<file path="config.mk">
export PLATFORM = sky130hd
export DESIGN_NAME = pwm_capture
export DESIGN_NICKNAME = d
export VERILOG_FILES = /design/src/rtl/pwm_capture.sv
export SDC_FILE = /design/constraint.sdc
export NUM_CORES = 1
export LEC_CHECK = 0
export ABC_AREA = 1
export CORE_UTILIZATION = 46
export CTS_BUF_LIST = sky130_fd_sc_hd__clkbuf_8
export CTS_CLUSTER_DIAMETER = 60
export DETAILED_ROUTE_END_ITERATION = 16
export PLACE_DENSITY = 0.66
export SETUP_SLACK_MARGIN = 0.05
export SYNTH_ARGS = -nofsm -noshare
export SYNTH_HDL_FRONTEND = slang
export SYNTH_SLANG_ARGS = --single-unit
</file>
<file path="constraint.sdc">
create_clock -name sys_clk -period 1.6 [get_ports sys_clk]
set_input_delay 0.24 -clock sys_clk [delete_from_list [all_inputs] [get_ports sys_clk]]
set_output_delay 0.24 -clock sys_clk [all_outputs]
set_load 0.05 [all_outputs]
</file>
<file path="src/rtl/pwm_capture.sv">
// Servo-style PWM receiver: measures high time and rise-to-rise period in 1 us units,
// flags out-of-range pulses and reports loss of signal after an edge-free timeout.
module pwm_capture #(
    parameter int unsigned CLK_VAL_MHZ  = 50,
    parameter int unsigned TIMEOUT_US   = 25000,
    parameter int unsigned MIN_PULSE_US = 500,
    parameter int unsigned MAX_PULSE_US = 2500
) (
    input  logic        sys_clk,
    input  logic        sys_rst_n,
    input  logic        pwm_in,
    output logic [15:0] pulse_width,
    output logic [19:0] period,
    output logic        valid,
    output logic        out_of_range,
    output logic        signal_lost
);

    localparam int unsigned PrescW = (CLK_VAL_MHZ > 1) ? $clog2(CLK_VAL_MHZ) : 1;
    localparam logic [PrescW-1:0] PrescMax = PrescW'(CLK_VAL_MHZ - 1);
    localparam logic [15:0] TimeoutVal = 16'(TIMEOUT_US);
    localparam logic [15:0] MinVal     = 16'(MIN_PULSE_US);
    localparam logic [15:0] MaxVal     = 16'(MAX_PULSE_US);

    typedef enum logic [1:0] {StIdle, StHigh, StLow} state_e;

    state_e            r_state, w_state_nxt;
    logic              r_sync1, r_sync2, r_prev;
    logic [PrescW-1:0] r_presc, w_presc_nxt;
    logic [15:0]       r_hi_cnt, w_hi_cnt_nxt;
    logic [19:0]       r_per_cnt, w_per_cnt_nxt;
    logic [15:0]       r_idle_cnt, w_idle_cnt_nxt;
    logic [15:0]       r_pulse_width, w_pulse_width_nxt;
    logic [19:0]       r_period, w_period_nxt;
    logic              r_valid, w_valid_nxt;
    logic              r_oor, w_oor_nxt;
    logic              r_lost, w_lost_nxt;

    logic        w_rise, w_fall, w_tick, w_timeout;
    logic [15:0] w_hi_inc, w_idle_inc;
    logic [19:0] w_per_inc;

    assign w_rise     = r_sync2 & ~r_prev;
    assign w_fall     = ~r_sync2 & r_prev;
    assign w_tick     = (r_presc == PrescMax);
    assign w_timeout  = (r_idle_cnt >= TimeoutVal);
    assign w_hi_inc   = (r_hi_cnt == 16'hFFFF) ? r_hi_cnt : r_hi_cnt + 16'd1;
    assign w_per_inc  = (r_per_cnt == 20'hFFFFF) ? r_per_cnt : r_per_cnt + 20'd1;
    assign w_idle_inc = (r_idle_cnt == 16'hFFFF) ? r_idle_cnt : r_idle_cnt + 16'd1;

    always_comb begin
        w_state_nxt       = r_state;
        w_hi_cnt_nxt      = r_hi_cnt;
        w_per_cnt_nxt     = r_per_cnt;
        w_idle_cnt_nxt    = r_idle_cnt;
        w_pulse_width_nxt = r_pulse_width;
        w_period_nxt      = r_period;
        w_valid_nxt       = 1'b0;
        w_oor_nxt         = r_oor;
        w_lost_nxt        = r_lost;
        // Realigning on rise makes the measurement phase start at the rising edge.
        w_presc_nxt       = (w_rise || w_tick) ? '0 : r_presc + PrescW'(1);

        unique case (r_state)
            StIdle: begin
                if (w_rise) begin
                    w_hi_cnt_nxt   = '0;
                    w_per_cnt_nxt  = '0;
                    w_idle_cnt_nxt = '0;
                    w_state_nxt    = StHigh;
                end
            end
            StHigh: begin
                if (w_tick) begin
                    w_hi_cnt_nxt   = w_hi_inc;
                    w_per_cnt_nxt  = w_per_inc;
                    w_idle_cnt_nxt = w_idle_inc;
                end
                if (w_fall) begin
                    w_idle_cnt_nxt = '0;
                    w_state_nxt    = StLow;
                end else if (w_timeout) begin
                    w_state_nxt = StIdle;
                    w_lost_nxt  = 1'b1;
                end
            end
            StLow: begin
                if (w_tick) begin
                    w_per_cnt_nxt  = w_per_inc;
                    w_idle_cnt_nxt = w_idle_inc;
                end
                if (w_rise) begin
                    w_pulse_width_nxt = r_hi_cnt;
                    // Include the tick landing on the rise edge itself.
                    w_period_nxt      = w_tick ? w_per_inc : r_per_cnt;
                    w_oor_nxt         = (r_hi_cnt < MinVal) || (r_hi_cnt > MaxVal);
                    w_valid_nxt       = 1'b1;
                    w_lost_nxt        = 1'b0;
                    w_hi_cnt_nxt      = '0;
                    w_per_cnt_nxt     = '0;
                    w_idle_cnt_nxt    = '0;
                    w_state_nxt       = StHigh;
                end else if (w_timeout) begin
                    w_state_nxt = StIdle;
                    w_lost_nxt  = 1'b1;
                end
            end
            default: w_state_nxt = StIdle;
        endcase
    end

    always_ff @(posedge sys_clk or negedge sys_rst_n) begin
        if (!sys_rst_n) begin
            r_state       <= StIdle;
            r_sync1       <= 1'b0;
            r_sync2       <= 1'b0;
            r_prev        <= 1'b0;
            r_presc       <= '0;
            r_hi_cnt      <= '0;
            r_per_cnt     <= '0;
            r_idle_cnt    <= '0;
            r_pulse_width <= '0;
            r_period      <= '0;
            r_valid       <= 1'b0;
            r_oor         <= 1'b0;
            r_lost        <= 1'b1;
        end else begin
            r_state       <= w_state_nxt;
            r_sync1       <= pwm_in;
            r_sync2       <= r_sync1;
            r_prev        <= r_sync2;
            r_presc       <= w_presc_nxt;
            r_hi_cnt      <= w_hi_cnt_nxt;
            r_per_cnt     <= w_per_cnt_nxt;
            r_idle_cnt    <= w_idle_cnt_nxt;
            r_pulse_width <= w_pulse_width_nxt;
            r_period      <= w_period_nxt;
            r_valid       <= w_valid_nxt;
            r_oor         <= w_oor_nxt;
            r_lost        <= w_lost_nxt;
        end
    end

    assign pulse_width  = r_pulse_width;
    assign period       = r_period;
    assign valid        = r_valid;
    assign out_of_range = r_oor;
    assign signal_lost  = r_lost;

endmodule
</file>
==> impl_metrics.json <==
{
  "run_status": "finished with violations",
  "violations": "negative setup slack",
  "hold_path.class": "in2async",
  "crit_family": "flip-flops",
  "period_minus_slack_ns": 1.69,
  "required_ns": 1.92,
  "ios": 42,
  "grt_max_degree": 43,
  "syn_to_final_growth_pct": 33.9,
  "syn-num-nets": 811,
  "hold_viol_final": 0,
  "core_area_sq_um": 12300,
  "path_max_fanout": 7,
  "rsz0062_at_grt": "yes",
  "path_cells": "buf_4 -> ha_4 -> buf_4 -> nor2_2 -> inv_1 -> a211oi_1 -> nand2_1 -> o21ai_0",
  "power.density_nw_per_um2": 927,
  "nFillCells": 1067,
  "fin_util_pct": 64.4,
  "place_congestion": 0.861,
  "synth-edff-count": 0,
  "start_util_pct": 48.1,
  "final_cell_count_no_fill": 1104,
  "syn_area_sq_um": 5900,
  "critPathKind": "reg2reg",
  "synth_cell_type_count": 38,
  "worst_slew_pin_slew_ns": 0.421,
  "fin_skew_ns": 0.0150,
  "synthCells": 797,
  "p_leak_nw": 3.83,
  "r2r_cells": 8,
  "wl_per_cell_um": 14.8,
  "avgSynthCellArea_sq_um": 7.40,
  "clk_latency_ns": 0.39,
  "cts.path.max_buffers": 2,
  "clock_sinks": 102,
  "wl_mm": 16.4,
  "place_ws_ns": -0.178,
  "synth_async_sr_flop_share_pct": 100,
  "antenna_found_initial": 0,
  "vdd_drop_max_mv": 1.09,
  "io_buffers": 41,
  "dp_hpwl_mm": 11.1,
  "final.period_utilization_pct": 106,
  "cts_tree": "built",
  "path_buf_inv": 3,
  "yosys_warnings": 0,
  "final_layout_size_suffix_gt1_share_pct": 28.7,
  "grt_usage_pct": 25.2,
  "viasPerCell": 5.25,
  "start_kind": "register",
  "nNetsFinal": 945,
  "critPathArrivalTime_ns": 2.01,
  "cts_htree_levels": 3,
  "finalWorstSetupSlack_ns": -0.0917,
  "ant_nets": 0,
  "crit_slowest_cell": "dfrtp_2",
  "num_vias": 5800,
  "cts_root_buf": "clkbuf_8",
  "slew_violations": 0,
  "timing.rr.start": "r_state[1]",
  "r2r_end": "r_hi_cnt[8]",
  "fp.dieH_um": 115,
  "route.detailed.drc": 0,
  "slew_headroom_pct": 71.8,
  "crit_cells": 8,
  "drt_iter0_markers": 412,
  "finalSetupViolations": 38,
  "num_rows": 40,
  "first_global_vias": 5594,
  "seq_area_frac_synth_pct": 43.3,
  "cap_violations": 0,
  "n_antenna_cell": 0,
  "numCtsBuffers": 9,
  "slowest_delay_ns": 0.47,
  "fmaxAchievable_mhz": 591,
  "path_clk_slew_ns": 0.10,
  "synth_ff_type": "dfrtp_1",
  "end_kind": "register",
  "power_mw": 7.32,
  "crit_path_frequent_cell": "buf_4",
  "die_w_um": 115,
  "dr.pass1.iters": 5,
  "overflow": 0,
  "ys_seq_elements": 102,
  "reg2reg_slack_ns": -0.09,
  "die-area_sq_um": 13300,
  "dp_cells": 1059,
  "grt_first_pass_wirelength_mm": 26.0
}
-- worst reg2reg max path, stage by stage, from the launching register on --
cell and delay [ns]:
dfrtp_2 0.47, buf_4 0.16, ha_4 0.16, buf_4 0.15
nor2_2 0.12, inv_1 0.16, a211oi_1 0.27, nand2_1 0.07
o21ai_0 0.07
-- layout make-up --
class	instances	area [sq um]	area share, %
clock buffers	9	124	1.57
clock inverters	7	91.3	1.16
inverters	91	369	4.68
multi-input cells	583	3190	40.4
flip-flops and latches	102	2560	32.4
well taps	168	210	2.66
repair buffers	144	1350	17.1
-- worst max path at each step --
| stage | to | slack (ns) | startpoint |
|---|---|---|---|
| 2_1_floorplan | r_hi_cnt[6] | 0.04 | r_presc[1] |
| 3_3_place_gp | r_per_cnt[5] | -0.06 | r_state[0] |
| 3_5_place_dp | r_per_cnt[5] | -0.18 | r_state[0] |
| 4_1_cts | r_per_cnt[9] | -0.05 | r_per_cnt[1] |
| 5_1_grt | r_hi_cnt[2] | -0.20 | r_presc[1] |
| 6_report | r_hi_cnt[8] | -0.09 | r_state[1] |
-- metal layers --
layer  global-route usage, %  part of all wire, %
met2                    42.9                   50
met4                    9.18                  2.0
met3                    5.96                  5.6
met1                    31.2                   42
met5                       0                    0
-- logic make-up after synthesis --
group	Yosys count	synth area share, %
simple gates	475	36.0
buf+inv	113	8.13
flops	102	43.3
compound gates	78	7.53
xor+xnor	18	2.67
fa+ha+maj	11	2.33
-- synth_stat cells (all sizes together) (2+ instances only) --
cell      n  area [sq um]
nand2   258           988
dfrtp   101          2530
nand3    94           490
inv      91           344
nor2     75           334
o21ai    64           358
nor3     22           136
nand4    18           119
xor2     14           123
clkbuf   12          45.0
ha       11           138
buf      10          90.1
a21oi     6          30.0
or2       4          25.0
xnor2     4          35.0
a31oi     2          12.5
nand3b    2          15.0
nor3b     2          15.0
o22ai     2          12.5
-- state kept, by name (all words and copies together), names as in the netlist --
| signal | count |
|---|---|
| r_prev | 1 |
| period | 20 |
| out_of_range | 1 |
| r_sync1 | 1 |
| r_idle_cnt | 16 |
| r_presc | 6 |
| r_per_cnt | 20 |
| signal_lost | 1 |
| r_hi_cnt | 16 |
| valid | 1 |
| pulse_width | 16 |
| r_sync2 | 1 |
| r_state | 2 |
-- metrics by stage --
| stage | hold slack [ns] | setup TNS (ns) | cell area (sq um) |
|---|---|---|---|
| 3_3_place_gp | 0.111 | -0.535 | 6920 |
| 4_1_cts | 0.234 | -0.362 | 7400 |
| 3_5_place_dp | 0.113 | -2.80 | 6920 |
| 2_1_floorplan | -0.0556 | 0 | 5900 |
| 6_report | 0.235 | -1.62 | 7900 |
| 5_1_grt | 0.242 | -7.88 | 7900 |
-- cells in the final DEF, fill, tap and decap left out, drive strengths merged --
cell type,instances
o21ai,64
xor2,14
clkinvlp,2
dfrtp,101
clkbuf,12
o211ai,1
dlygate4sd3,1
o31ai,1
clkinv,1
ha,11
a31oi,2
or2,4
a211oi,1
buf,139
nor3,22
clkdlybuf4s50,1
dfstp,1
nand4,18
nand3b,2
a21oi,6
nand3,94
xnor2,4
o22ai,2
a2bb2oi,1
inv,93
nor3b,2
nand2,259
bufinv,2
nor2,75
-- repair_timing --
action,4_1_cts,5_1_grt
pin swaps,5,20
endpoints found under the setup margin,68,87
cloned,1,4
gates resized for setup,49,87
hold buffers,1,0
endpoints found under the hold margin,78,0
buffers inserted,10,15
-- where the power goes --
part           switching, mW  internal (mW)
clock                  0.933          0.873
combinational           1.62           1.06
sequential             0.119           2.71
No activity file was read; power rests on OpenSTA's default activity.
